--- src/rtl/imem_loader_if.sv ---
// Byte-stream input and instruction-memory write bus of the boot loader.
// The master drives the strobed byte stream; the loader (slave) drives imem and status.
interface imem_loader_if #(
    parameter int unsigned ADDR_W = 6
) ();
    logic [7:0]        byte_in;
    logic              byte_strobe;
    logic              reload;
    logic              imem_we;
    logic [ADDR_W-1:0] imem_addr;
    logic [31:0]       imem_wdata;
    logic              cpu_hold;
    logic              done;
    logic              err;
    logic [2:0]        state_o;

    modport master (
        output byte_in, byte_strobe, reload,
        input  imem_we, imem_addr, imem_wdata, cpu_hold, done, err, state_o
    );

    modport slave (
        input  byte_in, byte_strobe, reload,
        output imem_we, imem_addr, imem_wdata, cpu_hold, done, err, state_o
    );
endinterface

--- src/rtl/imem_loader.sv ---
// Boot-time loader: assembles a strobed byte stream into 32-bit little-endian words,
// writes them to instruction memory and releases the core once the checksum matches.
module imem_loader #(
    parameter int unsigned ADDR_W = 6
) (
    input  logic         clk,
    input  logic         rst,
    imem_loader_if.slave bus
);
    // One extra bit so that N == DEPTH fits in the word counter.
    localparam int unsigned CntW  = ADDR_W + 1;
    localparam int unsigned Depth = 32'd1 << ADDR_W;

    typedef enum logic [2:0] {
        StHdr   = 3'd0,
        StData  = 3'd1,
        StWrite = 3'd2,
        StCsum  = 3'd3,
        StRun   = 3'd4,
        StErr   = 3'd5
    } state_e;

    state_e            state_q, state_d;
    logic              s1_q, s2_q, s3_q;
    logic [CntW-1:0]   n_q, n_d;
    logic [CntW-1:0]   word_idx_q, word_idx_d;
    logic [CntW-1:0]   word_inc;
    logic [1:0]        byte_idx_q, byte_idx_d;
    logic [7:0]        xor_q, xor_d;
    logic [31:0]       asm_q, asm_d;
    logic              we_q, we_d;
    logic [ADDR_W-1:0] addr_q, addr_d;
    logic [31:0]       wdata_q, wdata_d;
    logic              capture;

    assign capture  = s2_q & ~s3_q;
    assign word_inc = word_idx_q + CntW'(1);

    always_comb begin
        state_d    = state_q;
        n_d        = n_q;
        word_idx_d = word_idx_q;
        byte_idx_d = byte_idx_q;
        xor_d      = xor_q;
        asm_d      = asm_q;
        we_d       = 1'b0;
        addr_d     = addr_q;
        wdata_d    = wdata_q;

        if (bus.reload) begin
            // Reload wins over a coincident capture.
            state_d    = StHdr;
            n_d        = '0;
            word_idx_d = '0;
            byte_idx_d = '0;
            xor_d      = '0;
            asm_d      = '0;
        end else begin
            case (state_q)
                StHdr: begin
                    if (capture) begin
                        if (bus.byte_in == 8'd0 || 32'(bus.byte_in) > Depth) begin
                            state_d = StErr;
                        end else begin
                            n_d        = CntW'(bus.byte_in);
                            word_idx_d = '0;
                            byte_idx_d = '0;
                            xor_d      = bus.byte_in;
                            state_d    = StData;
                        end
                    end
                end
                StData: begin
                    if (capture) begin
                        asm_d[{byte_idx_q, 3'b000} +: 8] = bus.byte_in;
                        xor_d      = xor_q ^ bus.byte_in;
                        byte_idx_d = byte_idx_q + 2'd1;
                        if (byte_idx_q == 2'd3) begin
                            state_d = StWrite;
                            we_d    = 1'b1;
                            addr_d  = word_idx_q[ADDR_W-1:0];
                            wdata_d = asm_d;
                        end
                    end
                end
                StWrite: begin
                    word_idx_d = word_inc;
                    byte_idx_d = '0;
                    state_d    = (word_inc == n_q) ? StCsum : StData;
                end
                StCsum: begin
                    if (capture) begin
                        state_d = (bus.byte_in == xor_q) ? StRun : StErr;
                    end
                end
                default: ;
            endcase
        end
    end

    always_ff @(posedge clk) begin
        if (rst) begin
            state_q    <= StHdr;
            s1_q       <= 1'b0;
            s2_q       <= 1'b0;
            s3_q       <= 1'b0;
            n_q        <= '0;
            word_idx_q <= '0;
            byte_idx_q <= '0;
            xor_q      <= '0;
            asm_q      <= '0;
            we_q       <= 1'b0;
            addr_q     <= '0;
            wdata_q    <= '0;
        end else begin
            state_q    <= state_d;
            s1_q       <= bus.byte_strobe;
            s2_q       <= s1_q;
            s3_q       <= s2_q;
            n_q        <= n_d;
            word_idx_q <= word_idx_d;
            byte_idx_q <= byte_idx_d;
            xor_q      <= xor_d;
            asm_q      <= asm_d;
            we_q       <= we_d;
            addr_q     <= addr_d;
            wdata_q    <= wdata_d;
        end
    end

    assign bus.imem_we    = we_q;
    assign bus.imem_addr  = addr_q;
    assign bus.imem_wdata = wdata_q;
    assign bus.cpu_hold   = (state_q != StRun);
    assign bus.done       = (state_q == StRun);
    assign bus.err        = (state_q == StErr);
    assign bus.state_o    = state_q;
endmodule

--- src/flat_wrapper.sv ---
// flat-port wrapper written by rule: the top's interface ports become plain ports
module imem_loader_flat 
#(
    parameter int unsigned ADDR_W = 6
)
  (clk, rst, bus_byte_in, bus_byte_strobe, bus_reload, bus_imem_we, bus_imem_addr, bus_imem_wdata, bus_cpu_hold, bus_done, bus_err, bus_state_o);
  imem_loader_if #(.ADDR_W(ADDR_W)) bus_i ();
  input  logic clk;
  input  logic rst;
  input wire logic [$bits(bus_i.byte_in)-1:0] bus_byte_in;
  input wire logic [$bits(bus_i.byte_strobe)-1:0] bus_byte_strobe;
  input wire logic [$bits(bus_i.reload)-1:0] bus_reload;
  output wire logic [$bits(bus_i.imem_we)-1:0] bus_imem_we;
  output wire logic [$bits(bus_i.imem_addr)-1:0] bus_imem_addr;
  output wire logic [$bits(bus_i.imem_wdata)-1:0] bus_imem_wdata;
  output wire logic [$bits(bus_i.cpu_hold)-1:0] bus_cpu_hold;
  output wire logic [$bits(bus_i.done)-1:0] bus_done;
  output wire logic [$bits(bus_i.err)-1:0] bus_err;
  output wire logic [$bits(bus_i.state_o)-1:0] bus_state_o;
  assign bus_i.byte_in = bus_byte_in;
  assign bus_i.byte_strobe = bus_byte_strobe;
  assign bus_i.reload = bus_reload;
  assign bus_imem_we = bus_i.imem_we;
  assign bus_imem_addr = bus_i.imem_addr;
  assign bus_imem_wdata = bus_i.imem_wdata;
  assign bus_cpu_hold = bus_i.cpu_hold;
  assign bus_done = bus_i.done;
  assign bus_err = bus_i.err;
  assign bus_state_o = bus_i.state_o;
  imem_loader #(.ADDR_W(ADDR_W)) u_core (.clk(clk), .rst(rst), .bus(bus_i));
endmodule
--- config.mk ---
export PLATFORM = sky130hd
export DESIGN_NAME = imem_loader_flat
export DESIGN_NICKNAME = d
export VERILOG_FILES = /design/src/rtl/imem_loader_if.sv /design/src/rtl/imem_loader.sv /design/src/flat_wrapper.sv
export SDC_FILE = /design/constraint.sdc
export NUM_CORES = 1
export LEC_CHECK = 0
export ABC_CLOCK_PERIOD_IN_PS = 2940
export BUFFER_PORTS_ARGS = -buffer_cell sky130_fd_sc_hd__buf_2
export CORE_MARGIN = 2
export CORE_UTILIZATION = 46
export DETAILED_ROUTE_END_ITERATION = 12
export PLACE_DENSITY = 0.66
export SLEW_MARGIN = 15
export SYNTH_ARGS = -nofsm -noshare
export SYNTH_HDL_FRONTEND = slang
export SYNTH_SLANG_ARGS = --single-unit
--- constraint.sdc ---
create_clock -name clk -period 2.94 [get_ports clk]
set_clock_uncertainty 0.05 [all_clocks]
set_input_delay 0.294 -clock clk [delete_from_list [all_inputs] [get_ports clk]]
set_output_delay 0.294 -clock clk [all_outputs]
set_load 0.01 [all_outputs]
**Word-level counts from Yosys, hierarchy flattened**

Index checks and enable logic that the tools add are counted.

- Output and inout port bits: 45
- Register bits: 101

- Add/sub/neg operators: 3
- Magnitude comparators: 1
- Reductions and logical operators: 16
- Shift-type cells: 2
- Equal/unequal tests: 14
- Mux-type cells: 21
- Bitwise logic cells: 7

Operator list:

| kind | count |
|---|---|
| 32-bit bitwise mux | 1 |
| 8-bit by 7-bit variable shift with 32-bit output, first input constant | 1 |
| 8-bit by 7-bit indexed part select with 32-bit output | 1 |
| 8-bit 2-to-1 mux | 3 |
| 8-bit one-hot mux with 2 select lines | 1 |
| 3-bit 2-to-1 mux | 5 |
| 7-bit 2-to-1 mux | 2 |
| 7-bit one-hot mux with 2 select lines | 1 |
| 3-bit one-hot mux with 4 select lines | 1 |
| 4-bit AND reduction | 3 |
| 8-bit == test | 1 |
| 8-bit by 7-bit > comparator with 1-bit output, second input constant | 1 |
| 8-bit logical NOT | 1 |
| 2-bit 2-to-1 mux | 4 |
| 2-bit by 1-bit != test with 1-bit output, second input constant | 4 |
| 8-bit XOR | 1 |
| 7-bit by 1-bit adder with 7-bit output, second input constant | 1 |
| 7-bit == test | 1 |
| 5-bit negation with 7-bit output | 1 |
| 3-bit by 2-bit == test with 1-bit output, second input constant | 2 |
| 3-bit == test, second input constant | 2 |
| 2-bit one-hot mux with 3 select lines | 1 |
| 3-bit AND reduction | 2 |
| 1-bit inverter | 5 |
| 16 further kinds | 18 |

**Depth between registers and ports, before layout**

- Depth in word-level cells: 5
- Depth in mapped cells: 8

**Least setup slack after synthesis**

Ideal clock, no wire load.

- Kind: register -> register
- Start: reg u_core.byte_idx_q[0]
- End: reg u_core.asm_q[24]
- Setup slack: 0.759 ns
- Library setup time: 0.086 ns
- Stages on the path, launching flop included: 6
- Path buffers: 0
- Data arrival time: 2.045 ns
- Clock period less this slack: 2.181 ns
- Data required time: 2.804 ns
- Path through: dfxtp_1 > inv_1 > ha_1 > nor4b_1 > a21oi_1 > a211oi_1

- Longest elaborated chain between the ends: 3
- Elaborated cells between the ends (all ways): 4

RTL lines:

| what | RTL line | RTL |
|---|---|---|
| start, declared | imem_loader.sv:28 | `logic [1:0] byte_idx_q, byte_idx_d;` |
| start signal, assigned | imem_loader.sv:122 | `byte_idx_q <= byte_idx_d;` |
| 5-bit negation with 7-bit output (*) | imem_loader.sv:75 | `asm_d[{byte_idx_q, 3'b000} +: 8] = bus.byte_in;` |
| 8-bit by 7-bit indexed part select with 32-bit output or 8-bit by 7-bit variable shift with 32-bit output (tied branches) | imem_loader.sv:75 |  |
| 32-bit bitwise mux (*) | imem_loader.sv:75 |  |
| end signal, assigned | imem_loader.sv:124 | `asm_q <= asm_d;` |
| end, declared | imem_loader.sv:30 | `logic [31:0] asm_q, asm_d;` |

Mark *: on every way between the ends. The rest lies on a longest branch, timed or not.
A chain may end at the register's enable or synchronous reset.

**Worst setup path in the final report**

- Start: reg u_core.state_q[1], in the netlist u_core.bus.state_o[1]
- End: reg u_core.wdata_q[30], in the netlist u_core.bus.imem_wdata[30]

- Longest elaborated chain between the ends: 2

RTL lines:

| what | RTL line | RTL |
|---|---|---|
| start, declared | imem_loader.sv:23 | `state_e state_q, state_d;` |
| start signal, assigned | imem_loader.sv:103 | `state_q <= StHdr;` |
| start signal, assigned | imem_loader.sv:116 | `state_q <= state_d;` |
| 3-bit by 1-bit == test with 1-bit output | imem_loader.sv:59 | `case (state_q)` |
| 4-bit AND reduction (no source line) | -- |  |
| end signal, assigned | imem_loader.sv:127 | `wdata_q <= wdata_d;` |
| end, declared | imem_loader.sv:33 | `logic [31:0] wdata_q, wdata_d;` |

Every way passes these cells.

==> impl_metrics.yaml <==
clock_tree:
  cts_tree: "done"
  numCtsBuffers: 9
  path_clk_slew_ps: 100
  holdBufCountCts: 0
  post_cts_buffers: 0
  clk_latency_ps: 360
  numClockSinks: 101
  clock-root-buffer: "clkbuf_8"
  cts_max_path_buffers: 2
  ctsHtreeMaxLevel: 3
  cts_resized: 0
route:
  drc_errors: 0
  totalWireLength_mm: 11.0
  drtAntennaViolNets: 0
  num_vias: 3957
  drt-initial-drc-count: 193
  routedWlPerCell_um: 15.2
  dr.pass1.iters: 5
  vias_per_cell: 5.50
setup_path:
  cp_cell_sequence: "nor4b_4 > nand2_2 > nor3b_4 > buf_4 > nor2_1 > a211oi_1"
  crit_type: "reg2reg"
  end_kind: "flop"
  cp.arrival_ps: 2670
  required_ps: 3150
  reg2reg_slack_ps: 470
  crit_slowest_cell: "nor4b_4"
  crit_path_start_kind: "flop"
  crit_path_max_incr_delay_ps: 660
  crit_fanout: 44
logic_synthesis:
  synth.most_common_cell: "dfxtp_1"
  yosysSeqAreaShare_pct: 43.6
  ys_types: 53
  synth.net_count: 569
  synth-xor-area-share_pct: 3.77
  synth-async-reset-ratio_pct: 0
  yosys.area_share.simple_pct: 21.6
  synthMuxAreaShare_pct: 0.674
  synth_largest_area_cell: "dfxtp_1"
  yosysWarnings: 0
  syn_area_um2: 4640
  synth_compound_area_share_pct: 23.9
  syn_inst: 550
  synth_top_family_by_area: "compound AO/OA/AOI/OAI gates"
  yosys.area.top_type_share_pct: 43.6
  avgSynthCellArea_um2: 8.44
  ys_ff_latch: 101
  synth_area_leaders: "dfxtp_1 44%, a211oi_1 12%, nor2_1 6.8%"
  synth_common_cells: "101 x dfxtp_1, 84 x nor2_1, 72 x a211oi_1, 50 x a21oi_1, 37 x nor2b_1"
  synth-edff-count: 0
  synthAdderAreaFrac_pct: 1.89
  synth_ff_type: "dfxtp_1"
placement:
  hpwl_mm: 7.33
  place.gp.congestion: 0.798
  dpl.cell_count: 706
  portBuffers: 56
  place_area_um2: 4990
sta:
  finalCritPeriodShare_pct: 83.9
  tns_ps: 0
  period_needed_ps: 2470
  worst_slew_pin_slew_ps: 942
  finalSetupViolCount: 0
  holdWs_ps: 103
  relSlewSlack_pct: 37.2
  hold_violations: 0
  slew_viol_final: 0
  maxClockFrequency_mhz: 406
  rsz0062_at_grt: "false"
power_and_ir_drop:
  power.total_w: 0.00236
  p_leak_nw: 1.85
  peakVddDrop_v: 0.000233
  pwr_density_cell_nw_per_um2: 457
floorplan:
  fp.coreArea_um2: 9770
  die_y_um: 104
  num_rows: 36
  initial_core_util_pct: 47.5
  die_w_um: 104
  die-area_um2: 10900
  ios: 57
run:
  cap_viol_max_count: 0
layout:
  antennaDiodeCount: 0
  finalNonFillerCells: 720
  drive_above_1_share_pct: 16.2
  final_area_um2: 5170
  syn_to_final_growth_pct: 11.5
  nets: 603
  fill_cells: 911
run_status:
  outcome: "complete, no violations"
grt:
  grt.overflow.total: 0
  grt_pass1_wl_mm: 18.5
  globalRouteTotalUtil_pct: 20.8
  grt_max_degree: 69
  antenna_found_initial: 0
  grt_pass1_vias: 3780
worst_hold_path:
  min_path_type: "in2reg"
report_power, final:
group	total (W)	internal, W	leakage, nW	switching (W)
Clock	0.000867	0.000389	0.0878	0.000478
Sequential	0.00138	0.00137	0.814	0.00000445
Combinational	0.000121	0.0000349	0.944	0.0000857
final cells by class:
class                           count  area [um2]  area share, %
Multi-Input combinational cell    399        2410           46.6
Clock buffer                        9         124           2.39
Timing Repair Buffer               65         360           6.96
Tap cell                          133         166           3.22
Sequential cell                   101        2020           39.1
Clock inverter                      5        62.6           1.21
Inverter                            8        30.0          0.580
path summary, 6_finish.rpt:
path                                                          from                                      to  cells after the start
worst max register to register  u_core.bus.state_o[1]$_SDFFE_PP0P_  u_core.bus.imem_wdata[30]$_SDFFE_PP0P_                      6
worst max-delay path            u_core.bus.state_o[1]$_SDFFE_PP0P_  u_core.bus.imem_wdata[30]$_SDFFE_PP0P_                      6
worst min-delay path                               bus_byte_strobe                  u_core.s1_q$_SDFF_PP0_                      2
worst min register to register              u_core.s1_q$_SDFF_PP0_                  u_core.s2_q$_SDFF_PP0_                      1
worst max-delay path, delay by kind of cell (launching register included):
| family | cells | cell delay (ps) |
|---|---|---|
| buf+inv | 1 | 390 |
| flops | 1 | 490 |
| compound gates | 1 | 270 |
| simple gates | 4 | 1140 |
stage by stage:
stage | util, % | setup WS (ps)
3_5_place_dp | 51.0 | 500
4_1_cts | 52.9 | 460
6_report | 52.9 | 474
3_3_place_gp | 51.0 | 636
5_1_grt | 52.9 | 258
2_1_floorplan | - | 759
cell usage in the layout, fill, tap and decap left out, types with 9 or more instances in the layout:
master / synthesis / layout
a31oi_1: 9 / 9
buf_2: 12 / 56
nor2_1: 84 / 84
a21oi_1: 50 / 50
dfxtp_1: 101 / 101
xnor2_1: 15 / 15
o21ai_0: 23 / 23
nand3_1: 11 / 11
a211oi_1: 72 / 72
clkbuf_8: 0 / 9
nor2b_1: 37 / 37
nand2_1: 34 / 34
registers in the layout, indices dropped and copies added, names as in the netlist:
register and count:
u_core.asm_q 32, u_core.bus.imem_addr 6, u_core.bus.imem_wdata 32, u_core.bus.imem_we 1, u_core.bus.state_o 3, u_core.byte_idx_q 2
u_core.n_q 7, u_core.s1_q 1, u_core.s2_q 1, u_core.s3_q 1, u_core.word_idx_q 7, u_core.xor_q 8
cells by family (layout without fill, tap and decap cells):
logic type,Yosys count,count (layout)
xor+xnor,20,20
mux,3,3
compound gates,169,169
fa+ha+maj,7,7
buf+inv,50,87
simple gates,200,200
flops,101,101
metal layers:
| metal | up-vias | track usage [%] | wire length (um) |
|---|---|---|---|
| met2 | 83 | 34.7 | 5300 |
| li1 | 2026 | - | - |
| met5 | - | 0 | 0 |
| met3 | 17 | 4.07 | 477 |
| met4 | 0 | 7.14 | 192 |
| met1 | 1831 | 26.8 | 4990 |
Power figures use the tool's default switching activity.
